**config.mk**
```make
export PLATFORM = sky130hd
export DESIGN_NAME = fft_input_loader_flat
export DESIGN_NICKNAME = d
export VERILOG_FILES = /design/src/rtl/fft_input_loader_pkg.sv /design/src/rtl/fft_input_loader_if.sv /design/src/rtl/fft_input_loader_packer.sv /design/src/rtl/fft_input_loader.sv /design/src/flat_wrapper.sv
export SDC_FILE = /design/constraint.sdc
export NUM_CORES = 1
export LEC_CHECK = 0
export ABC_AREA = 1
export CAP_MARGIN = 20
export CORE_ASPECT_RATIO = 0.75
export CORE_MARGIN = 2
export CORE_UTILIZATION = 35
export CTS_CLUSTER_SIZE = 25
export DETAILED_ROUTE_END_ITERATION = 12
export GPL_ROUTABILITY_DRIVEN = 1
export MAX_ROUTING_LAYER = met4
export PLACE_DENSITY = 0.54
export SYNTH_ARGS = -nofsm -noshare
export SYNTH_HDL_FRONTEND = slang
export SYNTH_SLANG_ARGS = --single-unit
```
**constraint.sdc**
```tcl
create_clock -name clk -period 4.1 [get_ports clk]
set_input_delay 0.41 -clock clk [delete_from_list [all_inputs] [get_ports clk]]
set_output_delay 0.41 -clock clk [all_outputs]
set_load 0.05 [all_outputs]
```
**src/rtl/fft_input_loader_pkg.sv**
```systemverilog
// Shared definitions for the FFT input loader: sample formats, loader
// state encoding, the fp4 packer result type and the bit-reverse helper.
package fft_pkg;

  localparam logic FMT_FP4 = 1'b0;
  localparam logic FMT_FP8 = 1'b1;

  // Loader states kept as plain constants so older blocks can share them.
  localparam logic [1:0] ST_IDLE  = 2'd0;
  localparam logic [1:0] ST_LOAD  = 2'd1;
  localparam logic [1:0] ST_FLUSH = 2'd2;
  localparam logic [1:0] ST_FULL  = 2'd3;

  // Result of the fp4 pair packer for one accepted beat.
  typedef struct packed {
    logic        strike;
    logic [15:0] word;
  } fp4_pack_t;

  // Reverse the low 'width' bits of 'value'; bits at and above 'width' are zero.
  function automatic logic [31:0] bit_reverse(input logic [31:0] value,
                                              input int unsigned width);
    logic [31:0] rev;
    rev = 32'd0;
    for (int i = 0; i < 32; i++) begin
      if (i < int'(width)) begin
        rev[i] = value[int'(width) - 1 - i];
      end else begin
        rev[i] = 1'b0;
      end
    end
    return rev;
  endfunction

endpackage

```
**src/rtl/fft_input_loader_if.sv**
```systemverilog
// Sample stream, memory write port and frame hand-off of the FFT input loader.
interface fft_input_loader_if #(
  parameter int ADDR_WIDTH = 10
);
  logic                  format_mode;
  logic                  in_valid;
  logic                  in_ready;
  logic [15:0]           in_data;
  logic                  wr_en;
  logic [ADDR_WIDTH-1:0] wr_addr;
  logic [15:0]           wr_data;
  logic                  wr_format;
  logic                  bank_sel;
  logic                  frame_valid;
  logic                  frame_ack;

  // Loader side.
  modport master (
    input  format_mode, in_valid, in_data, frame_ack,
    output in_ready, wr_en, wr_addr, wr_data, wr_format, bank_sel, frame_valid
  );

  // Producer / memory / consumer side.
  modport slave (
    output format_mode, in_valid, in_data, frame_ack,
    input  in_ready, wr_en, wr_addr, wr_data, wr_format, bank_sel, frame_valid
  );
endinterface

```
**src/rtl/fft_input_loader_packer.sv**
```systemverilog
// fp4 pair packer: keeps the even sample's byte and, on the odd sample,
// presents the packed word {even, odd} together with a write strike.
module fp4_pair_packer
  import fft_pkg::*;
(
  input  logic       clk,
  input  logic       rst,
  input  logic       beat,
  input  logic       odd,
  input  logic [7:0] sample,
  output fp4_pack_t  pack
);

  logic [7:0] held_r;

  // Hold the even sample until its partner arrives, however long that takes.
  always_ff @(posedge clk or negedge rst) begin
    if (!rst) begin
      held_r <= 8'h00;
    end else if (beat && !odd) begin
      held_r <= sample;
    end else begin
      held_r <= held_r;
    end
  end

  // Packed word and write strike for the current beat.
  always_comb begin
    pack.strike = 1'b0;
    pack.word   = {held_r, sample};
    if (beat && odd) begin
      pack.strike = 1'b1;
    end else begin
      pack.strike = 1'b0;
    end
  end

endmodule

```
**src/rtl/fft_input_loader.sv**
```systemverilog
// FFT input loader: accepts complex samples, packs them per format, writes
// them bit-reversed into the write bank and hands full frames to the engine.
module fft_input_loader
  import fft_pkg::*;
#(
  parameter int N          = 1024,
  parameter int ADDR_WIDTH = $clog2(N)
) (
  input  logic                clk,
  input  logic                rst,
  fft_input_loader_if.master  bus
);

  localparam logic [ADDR_WIDTH:0] LAST_IDX = (ADDR_WIDTH + 1)'(N - 1);
  localparam logic [ADDR_WIDTH:0] CNT_ONE  = (ADDR_WIDTH + 1)'(1);

  logic [1:0]            state_r;
  logic [ADDR_WIDTH:0]   sample_cnt_r;
  logic                  fmt_r;
  logic                  in_ready_r;
  logic                  wr_en_r;
  logic [ADDR_WIDTH-1:0] wr_addr_r;
  logic [15:0]           wr_data_r;
  logic                  wr_format_r;
  logic                  bank_sel_r;
  logic                  frame_valid_r;

  logic                  fire_s;
  logic                  beat_fmt_s;
  logic                  last_s;
  logic [ADDR_WIDTH-1:0] idx_s;
  logic [ADDR_WIDTH-1:0] addr_fp8_s;
  logic [ADDR_WIDTH-1:0] addr_fp4_s;
  logic                  pack_beat_s;
  fp4_pack_t             pack_s;

  // Beat qualification, the beat's format (live on a frame's first beat,
  // latched afterwards) and the bit-reversed target addresses.
  always_comb begin
    fire_s = bus.in_valid & in_ready_r;
    idx_s  = sample_cnt_r[ADDR_WIDTH-1:0];
    last_s = (sample_cnt_r == LAST_IDX);
    if (state_r == ST_IDLE) begin
      beat_fmt_s = bus.format_mode;
    end else begin
      beat_fmt_s = fmt_r;
    end
    addr_fp8_s  = ADDR_WIDTH'(bit_reverse(32'(idx_s), ADDR_WIDTH));
    addr_fp4_s  = {1'b0, (ADDR_WIDTH - 1)'(bit_reverse(32'(idx_s >> 1), ADDR_WIDTH - 1))};
    pack_beat_s = fire_s & (beat_fmt_s == FMT_FP4);
  end

  fp4_pair_packer u_packer (
    .clk    (clk),
    .rst    (rst),
    .beat   (pack_beat_s),
    .odd    (idx_s[0]),
    .sample (bus.in_data[7:0]),
    .pack   (pack_s)
  );

  // Memory write port: one registered write per fp8 beat or per fp4 pair.
  always_ff @(posedge clk or negedge rst) begin
    if (!rst) begin
      wr_en_r     <= 1'b0;
      wr_addr_r   <= '0;
      wr_data_r   <= 16'h0000;
      wr_format_r <= FMT_FP4;
    end else begin
      wr_en_r <= 1'b0;
      if (fire_s && (beat_fmt_s == FMT_FP8)) begin
        wr_en_r     <= 1'b1;
        wr_addr_r   <= addr_fp8_s;
        wr_data_r   <= bus.in_data;
        wr_format_r <= FMT_FP8;
      end else if (pack_s.strike) begin
        wr_en_r     <= 1'b1;
        wr_addr_r   <= addr_fp4_s;
        wr_data_r   <= pack_s.word;
        wr_format_r <= FMT_FP4;
      end else begin
        wr_addr_r   <= wr_addr_r;
        wr_data_r   <= wr_data_r;
        wr_format_r <= wr_format_r;
      end
    end
  end

  // Frame sequencing: acceptance window, sample count, hand-off and bank swap.
  always_ff @(posedge clk or negedge rst) begin
    if (!rst) begin
      state_r       <= ST_IDLE;
      sample_cnt_r  <= '0;
      fmt_r         <= FMT_FP4;
      in_ready_r    <= 1'b0;
      bank_sel_r    <= 1'b0;
      frame_valid_r <= 1'b0;
    end else begin
      case (state_r)
        ST_IDLE: begin
          in_ready_r <= 1'b1;
          if (fire_s) begin
            fmt_r        <= bus.format_mode;
            sample_cnt_r <= CNT_ONE;
            state_r      <= ST_LOAD;
          end
        end
        ST_LOAD: begin
          if (fire_s) begin
            sample_cnt_r <= sample_cnt_r + CNT_ONE;
            if (last_s) begin
              in_ready_r <= 1'b0;
              state_r    <= ST_FLUSH;
            end
          end
        end
        ST_FLUSH: begin
          in_ready_r    <= 1'b0;
          frame_valid_r <= 1'b1;
          state_r       <= ST_FULL;
        end
        ST_FULL: begin
          if (bus.frame_ack && frame_valid_r) begin
            bank_sel_r    <= ~bank_sel_r;
            frame_valid_r <= 1'b0;
            sample_cnt_r  <= '0;
            in_ready_r    <= 1'b1;
            state_r       <= ST_IDLE;
          end
        end
        default: begin
          in_ready_r    <= 1'b0;
          frame_valid_r <= 1'b0;
          sample_cnt_r  <= '0;
          state_r       <= ST_IDLE;
        end
      endcase
    end
  end

  assign bus.in_ready    = in_ready_r;
  assign bus.wr_en       = wr_en_r;
  assign bus.wr_addr     = wr_addr_r;
  assign bus.wr_data     = wr_data_r;
  assign bus.wr_format   = wr_format_r;
  assign bus.bank_sel    = bank_sel_r;
  assign bus.frame_valid = frame_valid_r;

endmodule
```
**src/flat_wrapper.sv**
```systemverilog
// flat-port wrapper written by rule: the top's interface ports become plain ports
module fft_input_loader_flat import fft_pkg::*;
#(
  parameter int N          = 1024,
  parameter int ADDR_WIDTH = $clog2(N)
)
  (clk, rst, bus_format_mode, bus_in_valid, bus_in_data, bus_frame_ack, bus_in_ready, bus_wr_en, bus_wr_addr, bus_wr_data, bus_wr_format, bus_bank_sel, bus_frame_valid);
  fft_input_loader_if #(.ADDR_WIDTH(ADDR_WIDTH)) bus_i ();
  input  logic clk;
  input  logic rst;
  input wire logic [$bits(bus_i.format_mode)-1:0] bus_format_mode;
  input wire logic [$bits(bus_i.in_valid)-1:0] bus_in_valid;
  input wire logic [$bits(bus_i.in_data)-1:0] bus_in_data;
  input wire logic [$bits(bus_i.frame_ack)-1:0] bus_frame_ack;
  output wire logic [$bits(bus_i.in_ready)-1:0] bus_in_ready;
  output wire logic [$bits(bus_i.wr_en)-1:0] bus_wr_en;
  output wire logic [$bits(bus_i.wr_addr)-1:0] bus_wr_addr;
  output wire logic [$bits(bus_i.wr_data)-1:0] bus_wr_data;
  output wire logic [$bits(bus_i.wr_format)-1:0] bus_wr_format;
  output wire logic [$bits(bus_i.bank_sel)-1:0] bus_bank_sel;
  output wire logic [$bits(bus_i.frame_valid)-1:0] bus_frame_valid;
  assign bus_i.format_mode = bus_format_mode;
  assign bus_i.in_valid = bus_in_valid;
  assign bus_i.in_data = bus_in_data;
  assign bus_i.frame_ack = bus_frame_ack;
  assign bus_in_ready = bus_i.in_ready;
  assign bus_wr_en = bus_i.wr_en;
  assign bus_wr_addr = bus_i.wr_addr;
  assign bus_wr_data = bus_i.wr_data;
  assign bus_wr_format = bus_i.wr_format;
  assign bus_bank_sel = bus_i.bank_sel;
  assign bus_frame_valid = bus_i.frame_valid;
  fft_input_loader #(.N(N), .ADDR_WIDTH(ADDR_WIDTH)) u_core (.clk(clk), .rst(rst), .bus(bus_i));
endmodule
```
# Word-level counts from Yosys, hierarchy flattened
# Cells that the tools add are included.
[word_totals] ff_bits=53 in_bits=21 out_inout_bits=31 elab_cells=64
[classes] n_addsub=1 n_eq_ne=8 muxes=25 n_bitwise=4 n_reduce_logical=15
[ops] operator="$mux W11" count=3
[ops] operator="$pmux W11 S3" count=1
[ops] operator="$mux W16" count=2
[ops] operator="$mux W10" count=2
[ops] operator="$add A11 B1 Y11 const B" count=1
[ops] operator="$eq A11 B10 Y1 const B" count=1
[ops] operator="$mux W1" count=10
[ops] operator="$mux W2" count=4
[ops] operator="$ne A2 B1 Y1 const B" count=4
[ops] operator="$pmux W2 S4" count=1
[ops] operator="$reduce_and A4 Y1" count=2
[ops] operator="$reduce_and A2 Y1" count=3
[ops] operator="$eq A2 B2 Y1 const B" count=2
[ops] operator="$logic_and A1 B1 Y1" count=4
[ops] operator="$pmux W1 S4" count=1
[ops] operator="$reduce_bool A2 Y1" count=2
[ops] operator="$reduce_and A3 Y1" count=1
[ops] operator="$reduce_bool A3 Y1" count=1
[ops] operator="$and A1 B1 Y1" count=2
[ops] operator="$eq A2 B1 Y1 const B" count=1
[ops] operator="$logic_not A2 Y1" count=1
[ops] operator="$not A1 Y1" count=2
[ops] operator="$pmux W1 S2" count=1
[ops] operator="$logic_not A1 Y1" count=1

# Logic depth before layout (Yosys ltp)
# Gate-level depths: netlist of run 1.
[logic_depth] depth_word=8 depth_mapped=11

# Hierarchy
# Synthesis of run 1 repeated with hierarchy kept, for this count alone.
[unflattened] cells_unflattened=316 hier_area_um2=2645.0
[modules_own_cells] module="fft_input_loader" instances=1 cells_per_inst=271 area_each_um2=2250.9 seq_area_each_um2=1126.1
[modules_own_cells] module="fp4_pair_packer" instances=1 cells_per_inst=45 area_each_um2=394.1 seq_area_each_um2=200.2

# Worst setup path before layout of run 1
# OpenSTA, ideal clock, no wires.
[synth_path] kind="reg2reg" start="register u_core.in_ready_r (netlist: u_core.bus.in_ready)" end="register u_core.sample_cnt_r[2]" setup_time_ns=0.119 arrival_time_ns=1.467 path_slack_ns=2.514 stages_incl_launch_ff=9 n_path_buf=1 period_less_slack_ns=1.586 cell_sequence="dfrtp_1 nand2_2 nand2_1 nand2_1 nor2_1 buf_4 inv_1 a21oi_1 nor2_1"
[synth_between] elab_chain_cells=3 word_cells_on_any_way=4
[synth_lines] item="start: declaration" line_no="fft_input_loader.sv:20" rtl="logic in_ready_r;"
[synth_lines] item="start signal: assignment" line_no="fft_input_loader.sv:95" rtl="in_ready_r <= 1'b0;"
[synth_lines] item="start signal: assignment" line_no="fft_input_loader.sv:101" rtl="in_ready_r <= 1'b1;"
[synth_lines] item="start signal: assignment" line_no="fft_input_loader.sv:112" rtl="in_ready_r <= 1'b0;"
[synth_lines] item="$and A1 B1 Y1 (*)" line_no="fft_input_loader.sv:40" rtl="fire_s = bus.in_valid & in_ready_r;"
[synth_lines] item="$ne A2 B1 Y1 (no source line)"
[synth_lines] item="$reduce_and A4 Y1 (no source line) (*)"
[synth_lines] item="end signal: assignment" line_no="fft_input_loader.sv:110" rtl="sample_cnt_r <= sample_cnt_r + CNT_ONE;"
[synth_lines] item="end: declaration" line_no="fft_input_loader.sv:18" rtl="logic [ADDR_WIDTH:0] sample_cnt_r;"
# Every way passes the cells marked *; elsewhere a longest branch is shown, timed or not.
# A chain may end at the register's enable or synchronous reset.

# Worst setup path in the final report of run 1
[layout_path] start="register u_core.state_r[0]" end="register u_core.wr_data_r[3] (netlist: u_core.bus.wr_data[3])"
[layout_between] elab_chain_cells=7 word_cells_on_any_way=9
[layout_lines] item="start: declaration" line_no="fft_input_loader.sv:17" rtl="logic [1:0] state_r;"
[layout_lines] item="start signal: assignment" line_no="fft_input_loader.sv:92" rtl="state_r <= ST_IDLE;"
[layout_lines] item="start signal: assignment" line_no="fft_input_loader.sv:105" rtl="state_r <= ST_LOAD;"
[layout_lines] item="start signal: assignment" line_no="fft_input_loader.sv:113" rtl="state_r <= ST_FLUSH;"
[layout_lines] item="$logic_not A2 Y1 (*)" line_no="fft_input_loader.sv:43" rtl="if (state_r == ST_IDLE) begin"
[layout_lines] item="$mux W1 (*)" line_no="fft_input_loader.sv:43"
[layout_lines] item="$not A1 Y1" line_no="fft_input_loader.sv:50" rtl="pack_beat_s = fire_s & (beat_fmt_s == FMT_FP4);"
[layout_lines] item="$and A1 B1 Y1" line_no="fft_input_loader.sv:50"
[layout_lines] item="$logic_and A1 B1 Y1" line_no="fft_input_loader_packer.sv:31" rtl="if (beat && odd) begin"
[layout_lines] item="$mux W1" line_no="fft_input_loader_packer.sv:31"
[layout_lines] item="$reduce_bool A2 Y1 (no source line)"
[layout_lines] item="end signal: assignment" line_no="fft_input_loader.sv:74" rtl="wr_data_r <= bus.in_data;"
[layout_lines] item="end signal: assignment" line_no="fft_input_loader.sv:79" rtl="wr_data_r <= pack_s.word;"
[layout_lines] item="end signal: assignment" line_no="fft_input_loader.sv:83" rtl="wr_data_r <= wr_data_r;"
[layout_lines] item="end: declaration" line_no="fft_input_loader.sv:23" rtl="logic [15:0] wr_data_r;"
# Marks and branches as above.

==> results of run 1 <==
critical path, stage by stage (launching register included):
cell                      delay (ns)
sky130_fd_sc_hd__dfrtp_1        0.40
sky130_fd_sc_hd__inv_1          0.08
sky130_fd_sc_hd__ha_1           0.26
sky130_fd_sc_hd__nand2_1        0.10
sky130_fd_sc_hd__o21ai_2        0.08
sky130_fd_sc_hd__inv_4          0.13
sky130_fd_sc_hd__nand2_4        0.08
sky130_fd_sc_hd__nand2_4        0.34
sky130_fd_sc_hd__inv_1          0.29
sky130_fd_sc_hd__nand2_1        0.13
sky130_fd_sc_hd__nand2_1        0.05
layer usage:
layer  vias up  GRT usage, %  part of all wire [%]  wire, um
met5         -             -                     0         0
met4         0          3.65                  0.84        46
met3         5          3.37                   4.2       230
met2        34          21.3                    42      2310
met1       903          22.8                    53      2920
li1       1065             -                     -         -
cells in the final DEF, fill, tap and decap left out:
cell,count
sky130_fd_sc_hd__ha_1,5
sky130_fd_sc_hd__clkbuf_1,2
sky130_fd_sc_hd__nor2_1,27
sky130_fd_sc_hd__clkdlybuf4s50_1,50
sky130_fd_sc_hd__nand2_1,125
sky130_fd_sc_hd__nand2_4,2
sky130_fd_sc_hd__nand2_2,2
sky130_fd_sc_hd__xnor2_1,1
sky130_fd_sc_hd__xor2_1,1
sky130_fd_sc_hd__a21oi_1,5
sky130_fd_sc_hd__inv_1,31
sky130_fd_sc_hd__inv_4,1
sky130_fd_sc_hd__or2_2,1
sky130_fd_sc_hd__o21ai_1,7
sky130_fd_sc_hd__o21ai_2,1
sky130_fd_sc_hd__clkinvlp_4,1
sky130_fd_sc_hd__nor2_4,1
sky130_fd_sc_hd__buf_4,2
sky130_fd_sc_hd__nand3_1,13
sky130_fd_sc_hd__clkbuf_8,5
sky130_fd_sc_hd__nand3b_1,1
sky130_fd_sc_hd__buf_2,1
sky130_fd_sc_hd__nor2_2,1
sky130_fd_sc_hd__o21ai_0,19
sky130_fd_sc_hd__nand4_1,6
sky130_fd_sc_hd__dfrtp_1,53
synth_stat cells:
cell type                  number  area (um2)
sky130_fd_sc_hd__a21oi_1        5        25.0
sky130_fd_sc_hd__buf_2          5        25.0
sky130_fd_sc_hd__buf_4          2        15.0
sky130_fd_sc_hd__buf_6          1        11.3
sky130_fd_sc_hd__clkbuf_1       1        3.75
sky130_fd_sc_hd__dfrtp_1       53        1330
sky130_fd_sc_hd__ha_1           5        62.6
sky130_fd_sc_hd__inv_1         31         116
sky130_fd_sc_hd__inv_4          1        6.26
sky130_fd_sc_hd__nand2_1      125         469
sky130_fd_sc_hd__nand2_2        2        12.5
sky130_fd_sc_hd__nand2_4        2        22.5
sky130_fd_sc_hd__nand3_1       13        65.1
sky130_fd_sc_hd__nand3b_1       1        7.51
sky130_fd_sc_hd__nand4_1        6        37.5
sky130_fd_sc_hd__nor2_1        27         101
sky130_fd_sc_hd__nor2_2         1        6.26
sky130_fd_sc_hd__nor2_4         1        11.3
sky130_fd_sc_hd__o21ai_0       19        95.1
sky130_fd_sc_hd__o21ai_1        7        35.0
sky130_fd_sc_hd__o21ai_2        1        8.76
sky130_fd_sc_hd__or2_2          1        6.26
sky130_fd_sc_hd__xnor2_1        1        8.76
sky130_fd_sc_hd__xor2_1         1        8.76
registers in the layout (all words and copies together), names as in the netlist:
name	count
u_core.bus.bank_sel	1
u_core.bus.frame_valid	1
u_core.bus.in_ready	1
u_core.bus.wr_addr	10
u_core.bus.wr_data	16
u_core.bus.wr_en	1
u_core.bus.wr_format	1
u_core.fmt_r	1
u_core.sample_cnt_r	11
u_core.state_r	2
u_core.u_packer.held_r	8
cell type report:
cell class / instances / area share, %
Clock buffer: 7 / 2.43
Clock inverter: 1 / 0.239
Inverter: 32 / 3.90
Multi-Input combinational cell: 218 / 31.3
Sequential cell: 53 / 42.2
Tap cell: 84 / 3.35
Timing Repair Buffer: 53 / 16.6
power groups by stage:
stage	logic, uW	clock network (uW)	registers (uW)
floorplan	553	0	1160
global placement	1270	0	804
detailed placement	1270	0	803
CTS	1280	302	794
global route	1400	326	816
finish	1260	285	791
final timing paths:
check	slack, ns	depth (start not counted)	from	end
min in group clk	0.47	1	u_core.bus.bank_sel	u_core.bus.bank_sel
max in group asynchronous	3.43	2	rst	u_core.sample_cnt_r[0]
setup / recovery	2.05	10	u_core.state_r[0]	u_core.bus.wr_data[3]
hold / removal	0.22	2	rst	u_core.sample_cnt_r[4]
hold reg to reg	0.47	1	u_core.bus.bank_sel	u_core.bus.bank_sel
setup reg to reg	2.05	10	u_core.state_r[0]	u_core.bus.wr_data[3]
logic make-up after synthesis:
group,share of synthesized area [%]
adder cells (fa/ha/maj),2.52
buffers and inverters,7.14
AND/OR/NAND/NOR,29.7
AO/OA/AOI/OAI,6.59
flip-flops,53.3
XOR/XNOR,0.704
stage by stage:
| stage | instance area (um2) | hold slack (ns) | instances | utilization, % |
|---|---|---|---|---|
| global route | 3140 | 0.275 | 448 | 46.0 |
| CTS | 3140 | 0.249 | 448 | 46.0 |
| floorplan | 2490 | 0.114 | 312 | - |
| detailed placement | 3060 | 0.464 | 440 | 44.8 |
| finish | 3140 | 0.219 | 448 | 46.0 |
| global placement | 3060 | 0.464 | 440 | 44.8 |
==> impl_metrics.prom, run 1 <==
# TYPE chip_impl_metric gauge
chip_impl_info{name="outcome",value="complete, no violations"} 1
chip_impl_metric{name="ffs_latches_synth",unit=""} 53
chip_impl_metric{name="antenna-diode-count",unit=""} 0
chip_impl_metric{name="power",unit="uW"} 2340
chip_impl_metric{name="placement.setup.worst_slack",unit="ns"} 1.90
chip_impl_metric{name="clk_transition_reported_paths",unit="ns"} 0.09
chip_impl_metric{name="comb_power_share",unit="%"} 54.0
chip_impl_metric{name="initial_antenna_violation_count",unit=""} 0
chip_impl_metric{name="period_minus_slack",unit="ns"} 2.05
chip_impl_metric{name="max_freq",unit="GHz"} 0.487
chip_impl_metric{name="die_outline_width",unit="um"} 101
chip_impl_metric{name="grt_pass1_vias",unit=""} 1845
chip_impl_metric{name="post_cts_resize_count",unit=""} 0
chip_impl_metric{name="synth_cells",unit=""} 312
chip_impl_info{name="critPathKind",value="register to register"} 1
chip_impl_metric{name="synth_sequential_area_ratio",unit="%"} 53.3
chip_impl_metric{name="min_period_over_period",unit="%"} 50.1
chip_impl_metric{name="globalRoute.totalOverflow",unit=""} 0
chip_impl_metric{name="critical_path_peak_fanout",unit=""} 43
chip_impl_metric{name="cts_num_sinks",unit=""} 53
chip_impl_metric{name="power_leakage",unit="uW"} 0.00156
chip_impl_metric{name="via_count",unit=""} 2007
chip_impl_metric{name="ys_types",unit=""} 24
chip_impl_metric{name="die_height",unit="um"} 77.0
chip_impl_metric{name="floorplan.core_area",unit="um2"} 6830
chip_impl_metric{name="setup_tns_after_final_layout",unit="ns"} 0
chip_impl_metric{name="setup_viol",unit=""} 0
chip_impl_metric{name="switching_power",unit="uW"} 1120
chip_impl_metric{name="p_sw_share",unit="%"} 48.0
chip_impl_info{name="endpoint_kind",value="register"} 1
chip_impl_info{name="cp-start-kind",value="register"} 1
chip_impl_metric{name="post_route_cells_drive_above_1_share",unit="%"} 4.95
chip_impl_metric{name="synth_warnings",unit=""} 0
chip_impl_metric{name="grt_max_degree",unit=""} 54
chip_impl_info{name="ctsRootBufferMaster",value="sky130_fd_sc_hd__clkbuf_8"} 1
chip_impl_metric{name="ctsLongestPathBuffers",unit=""} 2
chip_impl_metric{name="vias_per_cell",unit=""} 4.48
chip_impl_metric{name="vdd.ir_drop.worst",unit="uV"} 339
chip_impl_metric{name="cts_made_buffers",unit=""} 5
chip_impl_metric{name="place.gp.congestion",unit=""} 0.793
chip_impl_metric{name="synth.net_count",unit=""} 338
chip_impl_info{name="cts_tree",value="done"} 1
chip_impl_metric{name="wl",unit="um"} 5510
chip_impl_metric{name="hold_violations",unit=""} 0
chip_impl_metric{name="place.detailed.hpwl",unit="um"} 3910
chip_impl_metric{name="initial_core_utilization",unit="%"} 36.4
chip_impl_metric{name="skew",unit="ns"} 0.00657
chip_impl_metric{name="track_usage",unit="%"} 15.4
chip_impl_metric{name="slew_headroom",unit="%"} 55.1
chip_impl_metric{name="initial_drt_markers",unit=""} 72
chip_impl_metric{name="fin_ws",unit="ns"} 2.05
chip_impl_info{name="grt_setup_unrepaired",value="no"} 1
chip_impl_metric{name="detail_route.drc_violations",unit=""} 0
chip_impl_metric{name="multi_input_comb_area",unit="um2"} 983
chip_impl_metric{name="layout.nets",unit=""} 389
chip_impl_metric{name="report.final.slew_viol_count",unit=""} 0
chip_impl_metric{name="area_delta_synth_final",unit="%"} 26.3
chip_impl_metric{name="number_of_levels_in_the_clock_h_tree",unit=""} 2
chip_impl_metric{name="wl_per_cell",unit="um"} 12.3
chip_impl_metric{name="drt_pre_antenna_iters",unit=""} 4
chip_impl_metric{name="antenna_violating_nets_post_route",unit=""} 0
chip_impl_metric{name="cellInternalPower",unit="uW"} 1220
chip_impl_metric{name="fillCellCount",unit=""} 715
chip_impl_metric{name="floorplan.die_area",unit="um2"} 7800
chip_impl_info{name="holdCritPathClass",value="input pin to async pin"} 1
chip_impl_metric{name="power_per_cell_area",unit="nW/um2"} 745
chip_impl_metric{name="grt_first_pass_wirelength",unit="um"} 9110
chip_impl_metric{name="synth.avg_cell_area",unit="um2"} 7.97
chip_impl_metric{name="cts-hold-fix-buffers",unit=""} 0
chip_impl_metric{name="arrival",unit="ns"} 2.25
chip_impl_metric{name="portBuffers",unit=""} 51
chip_impl_metric{name="regArea",unit="um2"} 1330
chip_impl_metric{name="std_cell_rows",unit=""} 26
chip_impl_metric{name="power_frac_seq",unit="%"} 33.8
chip_impl_metric{name="post_synth_instance_area",unit="um2"} 2490
chip_impl_metric{name="max_slew.worst_pin.slew",unit="ns"} 0.673
chip_impl_metric{name="clock_latency_late_sink",unit="ns"} 0.30
chip_impl_metric{name="max-cap-violations",unit=""} 0
chip_impl_metric{name="post_cts.repair.setup_buffers",unit=""} 0
chip_impl_metric{name="worst-endpoint-required",unit="ns"} 4.30
chip_impl_metric{name="clock_power_share",unit="%"} 12.2
chip_impl_metric{name="ioPinCount",unit=""} 52
(Power assumes the default switching activity.)
==> inputs of run 2 (changes only) <==
==> constraint.sdc (replaced) <==
create_clock -name clk -period 2 [get_ports clk]
set_input_delay 0.2 -clock clk [delete_from_list [all_inputs] [get_ports clk]]
set_output_delay 0.2 -clock clk [all_outputs]
set_load 0.05 [all_outputs]
==> run 2 against run 1 <==
Effect of this change: combinational power increased by 120%; largest cell class unchanged; first-iteration DRC count increased by 33%; clock power increased to 2.6 times the previous value; highest routed layer unchanged.
==> impl_metrics.prom, run 2 (synthesis results as in run 1) <==
# TYPE chip_impl_metric gauge
chip_impl_metric{name="clk_transition_reported_paths",unit="ns"} 0.09
chip_impl_metric{name="comb_power_share",unit="%"} 53.2
chip_impl_info{name="outcome",value="complete, no violations"} 1
chip_impl_metric{name="initial_drt_markers",unit=""} 96
chip_impl_metric{name="max-cap-violations",unit=""} 0
chip_impl_metric{name="area_delta_synth_final",unit="%"} 30.1
chip_impl_metric{name="die_outline_width",unit="um"} 101
chip_impl_metric{name="cts_num_sinks",unit=""} 53
chip_impl_metric{name="skew",unit="ns"} 0.00675
chip_impl_info{name="critPathKind",value="register to register"} 1
chip_impl_info{name="endpoint_kind",value="register"} 1
chip_impl_metric{name="vdd.ir_drop.worst",unit="uV"} 980
chip_impl_metric{name="power_frac_seq",unit="%"} 32.0
chip_impl_metric{name="ctsLongestPathBuffers",unit=""} 2
chip_impl_metric{name="max_freq",unit="GHz"} 0.579
chip_impl_metric{name="number_of_levels_in_the_clock_h_tree",unit=""} 2
chip_impl_metric{name="cts-hold-fix-buffers",unit=""} 1
chip_impl_metric{name="grt_pass1_vias",unit=""} 1978
chip_impl_metric{name="floorplan.die_area",unit="um2"} 7800
chip_impl_metric{name="portBuffers",unit=""} 51
chip_impl_metric{name="track_usage",unit="%"} 16.0
chip_impl_metric{name="initial_antenna_violation_count",unit=""} 0
chip_impl_metric{name="detail_route.drc_violations",unit=""} 0
chip_impl_metric{name="grt_first_pass_wirelength",unit="um"} 9600
chip_impl_metric{name="via_count",unit=""} 2065
chip_impl_metric{name="report.final.slew_viol_count",unit=""} 0
chip_impl_metric{name="setup_tns_after_final_layout",unit="ns"} 0
chip_impl_metric{name="cts_made_buffers",unit=""} 5
chip_impl_metric{name="antenna-diode-count",unit=""} 0
chip_impl_metric{name="grt_max_degree",unit=""} 54
chip_impl_metric{name="worst-endpoint-required",unit="ns"} 2.24
chip_impl_metric{name="min_period_over_period",unit="%"} 86.4
chip_impl_metric{name="critical_path_peak_fanout",unit=""} 11
chip_impl_info{name="layout_commonest_cell",value="sky130_fd_sc_hd__nand2_1"} 1
chip_impl_metric{name="wl",unit="um"} 5640
chip_impl_metric{name="initial_core_utilization",unit="%"} 36.4
chip_impl_metric{name="period_minus_slack",unit="ns"} 1.73
chip_impl_metric{name="p_sw_share",unit="%"} 46.2
chip_impl_metric{name="die_height",unit="um"} 77.0
chip_impl_metric{name="hold_violations",unit=""} 0
chip_impl_info{name="holdCritPathClass",value="input pin to async pin"} 1
chip_impl_metric{name="setup_viol",unit=""} 0
chip_impl_metric{name="post_route_cells_drive_above_1_share",unit="%"} 5.72
chip_impl_metric{name="post_route_utilization",unit="%"} 47.4
chip_impl_info{name="cp-start-kind",value="register"} 1
chip_impl_metric{name="antenna_violating_nets_post_route",unit=""} 0
chip_impl_metric{name="clock_power_share",unit="%"} 14.8
chip_impl_metric{name="floorplan.core_area",unit="um2"} 6830
chip_impl_info{name="cts_tree",value="done"} 1
chip_impl_metric{name="largest_register_ffs",unit=""} 16
chip_impl_metric{name="power_per_cell_area",unit="nW/um2"} 1570
chip_impl_metric{name="switching_power",unit="uW"} 2350
chip_impl_metric{name="post_cts.repair.setup_buffers",unit=""} 0
chip_impl_info{name="grt_setup_unrepaired",value="no"} 1
chip_impl_metric{name="arrival",unit="ns"} 1.97
chip_impl_metric{name="power_leakage",unit="uW"} 0.00161
chip_impl_metric{name="cellInternalPower",unit="uW"} 2740
chip_impl_metric{name="post_cts_resize_count",unit=""} 0
chip_impl_metric{name="ioPinCount",unit=""} 52
chip_impl_metric{name="place.detailed.hpwl",unit="um"} 3990
chip_impl_metric{name="slew_headroom",unit="%"} 65.7
chip_impl_metric{name="drt_pre_antenna_iters",unit=""} 4
chip_impl_info{name="most-common-layout-cells",value="125 x sky130_fd_sc_hd__nand2_1, 53 x sky130_fd_sc_hd__dfrtp_1, 50 x sky130_fd_sc_hd__clkdlybuf4s50_1"} 1
chip_impl_metric{name="place.gp.congestion",unit=""} 0.827
chip_impl_metric{name="clock_latency_late_sink",unit="ns"} 0.30
chip_impl_metric{name="wl_per_cell",unit="um"} 12.5
chip_impl_info{name="ctsRootBufferMaster",value="sky130_fd_sc_hd__clkbuf_8"} 1
chip_impl_metric{name="globalRoute.totalOverflow",unit=""} 0
chip_impl_metric{name="max_slew.worst_pin.slew",unit="ns"} 0.513
chip_impl_metric{name="layout.nets",unit=""} 392
chip_impl_metric{name="vias_per_cell",unit=""} 4.58
chip_impl_metric{name="std_cell_rows",unit=""} 26
chip_impl_metric{name="final.hold.worst_slack",unit="ns"} 0.413
chip_impl_metric{name="fillCellCount",unit=""} 686
run 2: power groups by stage:
stage               clock network (uW)  logic (uW)  registers, uW
finish                             752        2710           1630
detailed placement                   0        2730           1650
global route                       823        2970           1680
CTS                                790        2740           1630
global placement                     0        2710           1650
floorplan                            0        1130           2380
run 2: final timing paths:
check,startpoint,end,slack (ns),cells past startpoint
hold reg to reg,u_core.bus.wr_data[11],u_core.bus.wr_data[11],0.48,2
hold / removal,rst,u_core.bus.wr_data[15],0.41,3
max in group asynchronous,rst,u_core.sample_cnt_r[5],1.34,3
setup reg to reg,u_core.state_r[1],u_core.bus.wr_data[5],0.27,10
setup / recovery,u_core.state_r[1],u_core.bus.wr_data[5],0.27,10
min in group clk,u_core.bus.wr_data[11],u_core.bus.wr_data[11],0.48,2
run 2: cell type report:
cell class              instances  area (um2)  share of cell area (%)
flip-flops and latches         53        1330                    41.0
multi-input cells             218         983                    30.4
repair buffers                 56         583                    18.0
inverters                      32         123                    3.79
well taps                      84         105                    3.25
clock buffers                   7        86.3                    2.67
clock inverters                 1        30.0                   0.928
run 2: per-layer routing:
metal,track usage [%],part of all wire [%]
met1,23.8,52
met2,22.6,43
met3,3.19,4.3
met4,3.38,0.41
met5,-,0
run 2: worst max-delay path, cell delays in order (launching register included):
cell	delay, ns
sky130_fd_sc_hd__dfrtp_1	0.42
sky130_fd_sc_hd__inv_1	0.10
sky130_fd_sc_hd__ha_1	0.26
sky130_fd_sc_hd__nand2_1	0.09
sky130_fd_sc_hd__o21ai_2	0.09
sky130_fd_sc_hd__inv_4	0.10
sky130_fd_sc_hd__nand2_4	0.09
sky130_fd_sc_hd__nand2_4	0.07
sky130_fd_sc_hd__inv_1	0.28
sky130_fd_sc_hd__nand2_1	0.10
sky130_fd_sc_hd__nand2_1	0.07
run 2: per-stage QoR:
stage / worst slack, ns / instance area [um2] / total power (uW) / instances
3_5_place_dp: 0.263 / 3110 / 4380 / 442
6_report: 0.272 / 3240 / 5090 / 451
5_1_grt: 0.0670 / 3240 / 5480 / 451
3_3_place_gp: 0.303 / 3110 / 4360 / 442
2_1_floorplan: 0.414 / 2490 / 3520 / 312
4_1_cts: 0.226 / 3240 / 5160 / 451
==> inputs of run 3 (changes only) <==
--- a/config.mk
+++ b/config.mk
@@ -6,15 +6,15 @@
 export NUM_CORES = 1
 export LEC_CHECK = 0
 export ABC_AREA = 1
-export CAP_MARGIN = 20
 export CORE_ASPECT_RATIO = 0.75
 export CORE_MARGIN = 2
 export CORE_UTILIZATION = 35
 export CTS_CLUSTER_SIZE = 25
 export DETAILED_ROUTE_END_ITERATION = 12
 export GPL_ROUTABILITY_DRIVEN = 1
+export GPL_TIMING_DRIVEN = 0
 export MAX_ROUTING_LAYER = met4
-export PLACE_DENSITY = 0.54
+export PLACE_DENSITY = 0.57
 export SYNTH_ARGS = -nofsm -noshare
 export SYNTH_HDL_FRONTEND = slang
 export SYNTH_SLANG_ARGS = --single-unit
==> constraint.sdc (replaced) <==
create_clock -name clk -period 1.43 [get_ports clk]
set_input_delay 0.143 -clock clk [delete_from_list [all_inputs] [get_ports clk]]
set_output_delay 0.143 -clock clk [all_outputs]
set_load 0.05 [all_outputs]
==> run 3 against run 2 <==
Effect of this change: the flow now finishes with violations (setup timing); register-to-register slack got worse by 0.44 ns; critical path depth up 1; worst hold slack got worse by 0.097 ns; clock-buffer cell count decreased by 1; critical endpoint is now u_core.u_packer.held_r[5].
==> impl_metrics.prom, run 3 (synthesis results as in run 1) <==
# TYPE chip_impl_metric gauge
chip_impl_metric{name="switching_power",unit="uW"} 4060
chip_impl_metric{name="final_non_filler_cell_total",unit=""} 483
chip_impl_metric{name="initial_core_utilization",unit="%"} 36.4
chip_impl_metric{name="globalRoute.totalOverflow",unit=""} 0
chip_impl_metric{name="clock_power_share",unit="%"} 10.4
chip_impl_info{name="slowest_stage",value="sky130_fd_sc_hd__dfrtp_2"} 1
chip_impl_metric{name="grt_pass1_vias",unit=""} 2147
chip_impl_metric{name="power",unit="uW"} 8450
chip_impl_metric{name="die_outline_width",unit="um"} 101
chip_impl_metric{name="period_minus_slack",unit="ns"} 1.60
chip_impl_metric{name="max_freq",unit="GHz"} 0.624
chip_impl_metric{name="power_frac_seq",unit="%"} 27.2
chip_impl_metric{name="clk_transition_reported_paths",unit="ns"} 0.10
chip_impl_info{name="grt_setup_unrepaired",value="yes"} 1
chip_impl_info{name="cts_tree",value="done"} 1
chip_impl_info{name="outcome",value="complete, but fails checks"} 1
chip_impl_metric{name="cellInternalPower",unit="uW"} 4380
chip_impl_metric{name="antenna_violating_nets_post_route",unit=""} 0
chip_impl_metric{name="detail_route.drc_violations",unit=""} 0
chip_impl_info{name="endpoint_kind",value="register"} 1
chip_impl_metric{name="comb_power_share",unit="%"} 62.4
chip_impl_info{name="holdCritPathClass",value="input pin to async pin"} 1
chip_impl_metric{name="critical_path_peak_fanout",unit=""} 6
chip_impl_info{name="most-common-layout-cells",value="88 x sky130_fd_sc_hd__nand2_1, 49 x sky130_fd_sc_hd__dfrtp_1, 32 x sky130_fd_sc_hd__nand2_2"} 1
chip_impl_metric{name="power_leakage",unit="uW"} 0.00193
chip_impl_metric{name="wl",unit="um"} 6750
chip_impl_info{name="layout_commonest_cell",value="sky130_fd_sc_hd__nand2_1"} 1
chip_impl_metric{name="slowest_delay",unit="ns"} 0.42
chip_impl_info{name="cp-start-kind",value="register"} 1
chip_impl_metric{name="max_slew.worst_pin.slew",unit="ns"} 0.530
chip_impl_metric{name="via_count",unit=""} 2277
chip_impl_info{name="ctsRootBufferMaster",value="sky130_fd_sc_hd__clkbuf_8"} 1
chip_impl_metric{name="place.gp.congestion",unit=""} 0.824
chip_impl_metric{name="number_of_levels_in_the_clock_h_tree",unit=""} 2
chip_impl_info{name="crit_path_cell_trace",value="inv_2, ha_4, nand2_4, o21ai_4, inv_4, nand2_8, buf_6, nor2_4, buf_6, nand2_2, o21ai_1"} 1
chip_impl_metric{name="track_usage",unit="%"} 18.6
chip_impl_metric{name="floorplan.die_area",unit="um2"} 7800
chip_impl_metric{name="drt_pre_antenna_iters",unit=""} 4
chip_impl_metric{name="initial_antenna_violation_count",unit=""} 0
chip_impl_metric{name="min_period_over_period",unit="%"} 112
chip_impl_metric{name="area_delta_synth_final",unit="%"} 55.1
chip_impl_metric{name="vias_per_cell",unit=""} 4.71
chip_impl_info{name="critPathKind",value="register to register"} 1
chip_impl_metric{name="cts_made_buffers",unit=""} 5
chip_impl_metric{name="arrival",unit="ns"} 1.85
chip_impl_metric{name="antenna-diode-count",unit=""} 0
chip_impl_metric{name="worst-endpoint-required",unit="ns"} 1.68
chip_impl_metric{name="placement.setup.worst_slack",unit="ns"} -0.232
chip_impl_metric{name="skew",unit="ns"} 0.00979
chip_impl_metric{name="clock_latency_late_sink",unit="ns"} 0.31
chip_impl_metric{name="std_cell_rows",unit=""} 26
chip_impl_metric{name="grt_first_pass_wirelength",unit="um"} 10900
chip_impl_metric{name="multi_input_comb_area",unit="um2"} 1290
chip_impl_metric{name="power_per_cell_area",unit="nW/um2"} 2190
chip_impl_metric{name="layout.nets",unit=""} 424
chip_impl_metric{name="floorplan.core_area",unit="um2"} 6830
chip_impl_metric{name="max-cap-violations",unit=""} 0
chip_impl_metric{name="fin_ws",unit="ns"} -0.171
chip_impl_metric{name="wl_per_cell",unit="um"} 14.0
chip_impl_metric{name="ioPinCount",unit=""} 52
chip_impl_metric{name="initial_drt_markers",unit=""} 121
chip_impl_metric{name="largest_register_ffs",unit=""} 16
chip_impl_metric{name="grt_max_degree",unit=""} 35
chip_impl_metric{name="post_route_cells_drive_above_1_share",unit="%"} 31.1
chip_impl_metric{name="vdd.ir_drop.worst",unit="uV"} 1120
chip_impl_metric{name="regArea",unit="um2"} 1330
chip_impl_metric{name="numPlacedInstances",unit=""} 448
chip_impl_metric{name="slew_headroom",unit="%"} 64.8
chip_impl_metric{name="hold_violations",unit=""} 0
chip_impl_metric{name="p_sw_share",unit="%"} 48.1
chip_impl_metric{name="die_height",unit="um"} 77.0
chip_impl_metric{name="place.detailed.hpwl",unit="um"} 4340
chip_impl_metric{name="fillCellCount",unit=""} 644
chip_impl_metric{name="report.final.slew_viol_count",unit=""} 0
chip_impl_metric{name="ctsLongestPathBuffers",unit=""} 2
chip_impl_metric{name="cts_num_sinks",unit=""} 53
chip_impl_metric{name="setup_viol",unit=""} 49
chip_impl_metric{name="portBuffers",unit=""} 51
chip_impl_info{name="critical-path-top-cell-by-count",value="sky130_fd_sc_hd__buf_6"} 1
chip_impl_info{name="violations",value="setup timing"} 1
-- run 3: final timing paths --
path	slack (ns)	depth (start not counted)	end	startpoint
min in group clk	0.40	3	u_core.bus.wr_data[3]	bus_in_data[3]
hold / removal	0.32	2	u_core.bus.wr_data[10]	rst
setup reg to reg	-0.17	11	u_core.u_packer.held_r[5]	u_core.state_r[0]
setup / recovery	-0.17	11	u_core.u_packer.held_r[5]	u_core.state_r[0]
hold reg to reg	0.48	1	u_core.bus.bank_sel	u_core.bus.bank_sel
max in group asynchronous	0.53	3	u_core.state_r[0]	rst
-- run 3: metrics by stage --
stage	TNS, ns	hold WS (ns)	utilization [%]	instance area, um2
after global placement	-89.62	0.461	45.7	3120
after detailed placement	-8.65	0.139	45.9	3140
after floorplan	-0.202	-0.153	-	2510
after CTS	-3.84	0.347	55.4	3790
after global routing	-8.11	0.365	56.5	3860
final	-4.05	0.316	56.5	3860
-- run 3: worst max-delay path: cells and delay by family, from the launching register on --
| kind | cells | cell delay [ns] |
|---|---|---|
| buffers and inverters | 4 | 0.45 |
| flip-flops | 1 | 0.42 |
| AND/OR/NAND/NOR | 4 | 0.35 |
| adder cells (fa/ha/maj) | 1 | 0.18 |
| AO/OA/AOI/OAI | 2 | 0.13 |
-- run 3: area by class of cell --
| class | instances | share of cell area, % |
|---|---|---|
| Tap cell | 84 | 2.72 |
| Clock buffer | 6 | 1.88 |
| Inverter | 32 | 3.50 |
| Buffer | 9 | 2.95 |
| Timing Repair Buffer | 78 | 20.7 |
| Clock inverter | 2 | 0.389 |
| Multi-Input combinational cell | 219 | 33.3 |
| Sequential cell | 53 | 34.5 |
-- run 3: repair_timing --
action,in CTS,in global routing
gates cloned,8,0
endpoints found under the setup margin,81,51
resized for setup,123,46
pin swaps,11,10
hold buffers,1,0
setup buffers,20,0
endpoints found under the hold margin,19,0
-- run 3: routing by layer --
layer	track usage, %	routed length, um	vias to the layer above
met5	-	0	-
met2	26.0	2950	51
li1	-	-	1142
met3	3.10	231	6
met4	4.86	68	0
met1	27.9	3500	1078
-- run 3: power groups by stage --
stage | registers (uW) | logic (uW) | clock network (uW)
floorplan | 3340 | 1620 | 0
global placement | 2300 | 3830 | 0
detailed placement | 2310 | 3860 | 0
CTS | 2280 | 5190 | 905
global route | 2360 | 5680 | 962
finish | 2300 | 5270 | 882
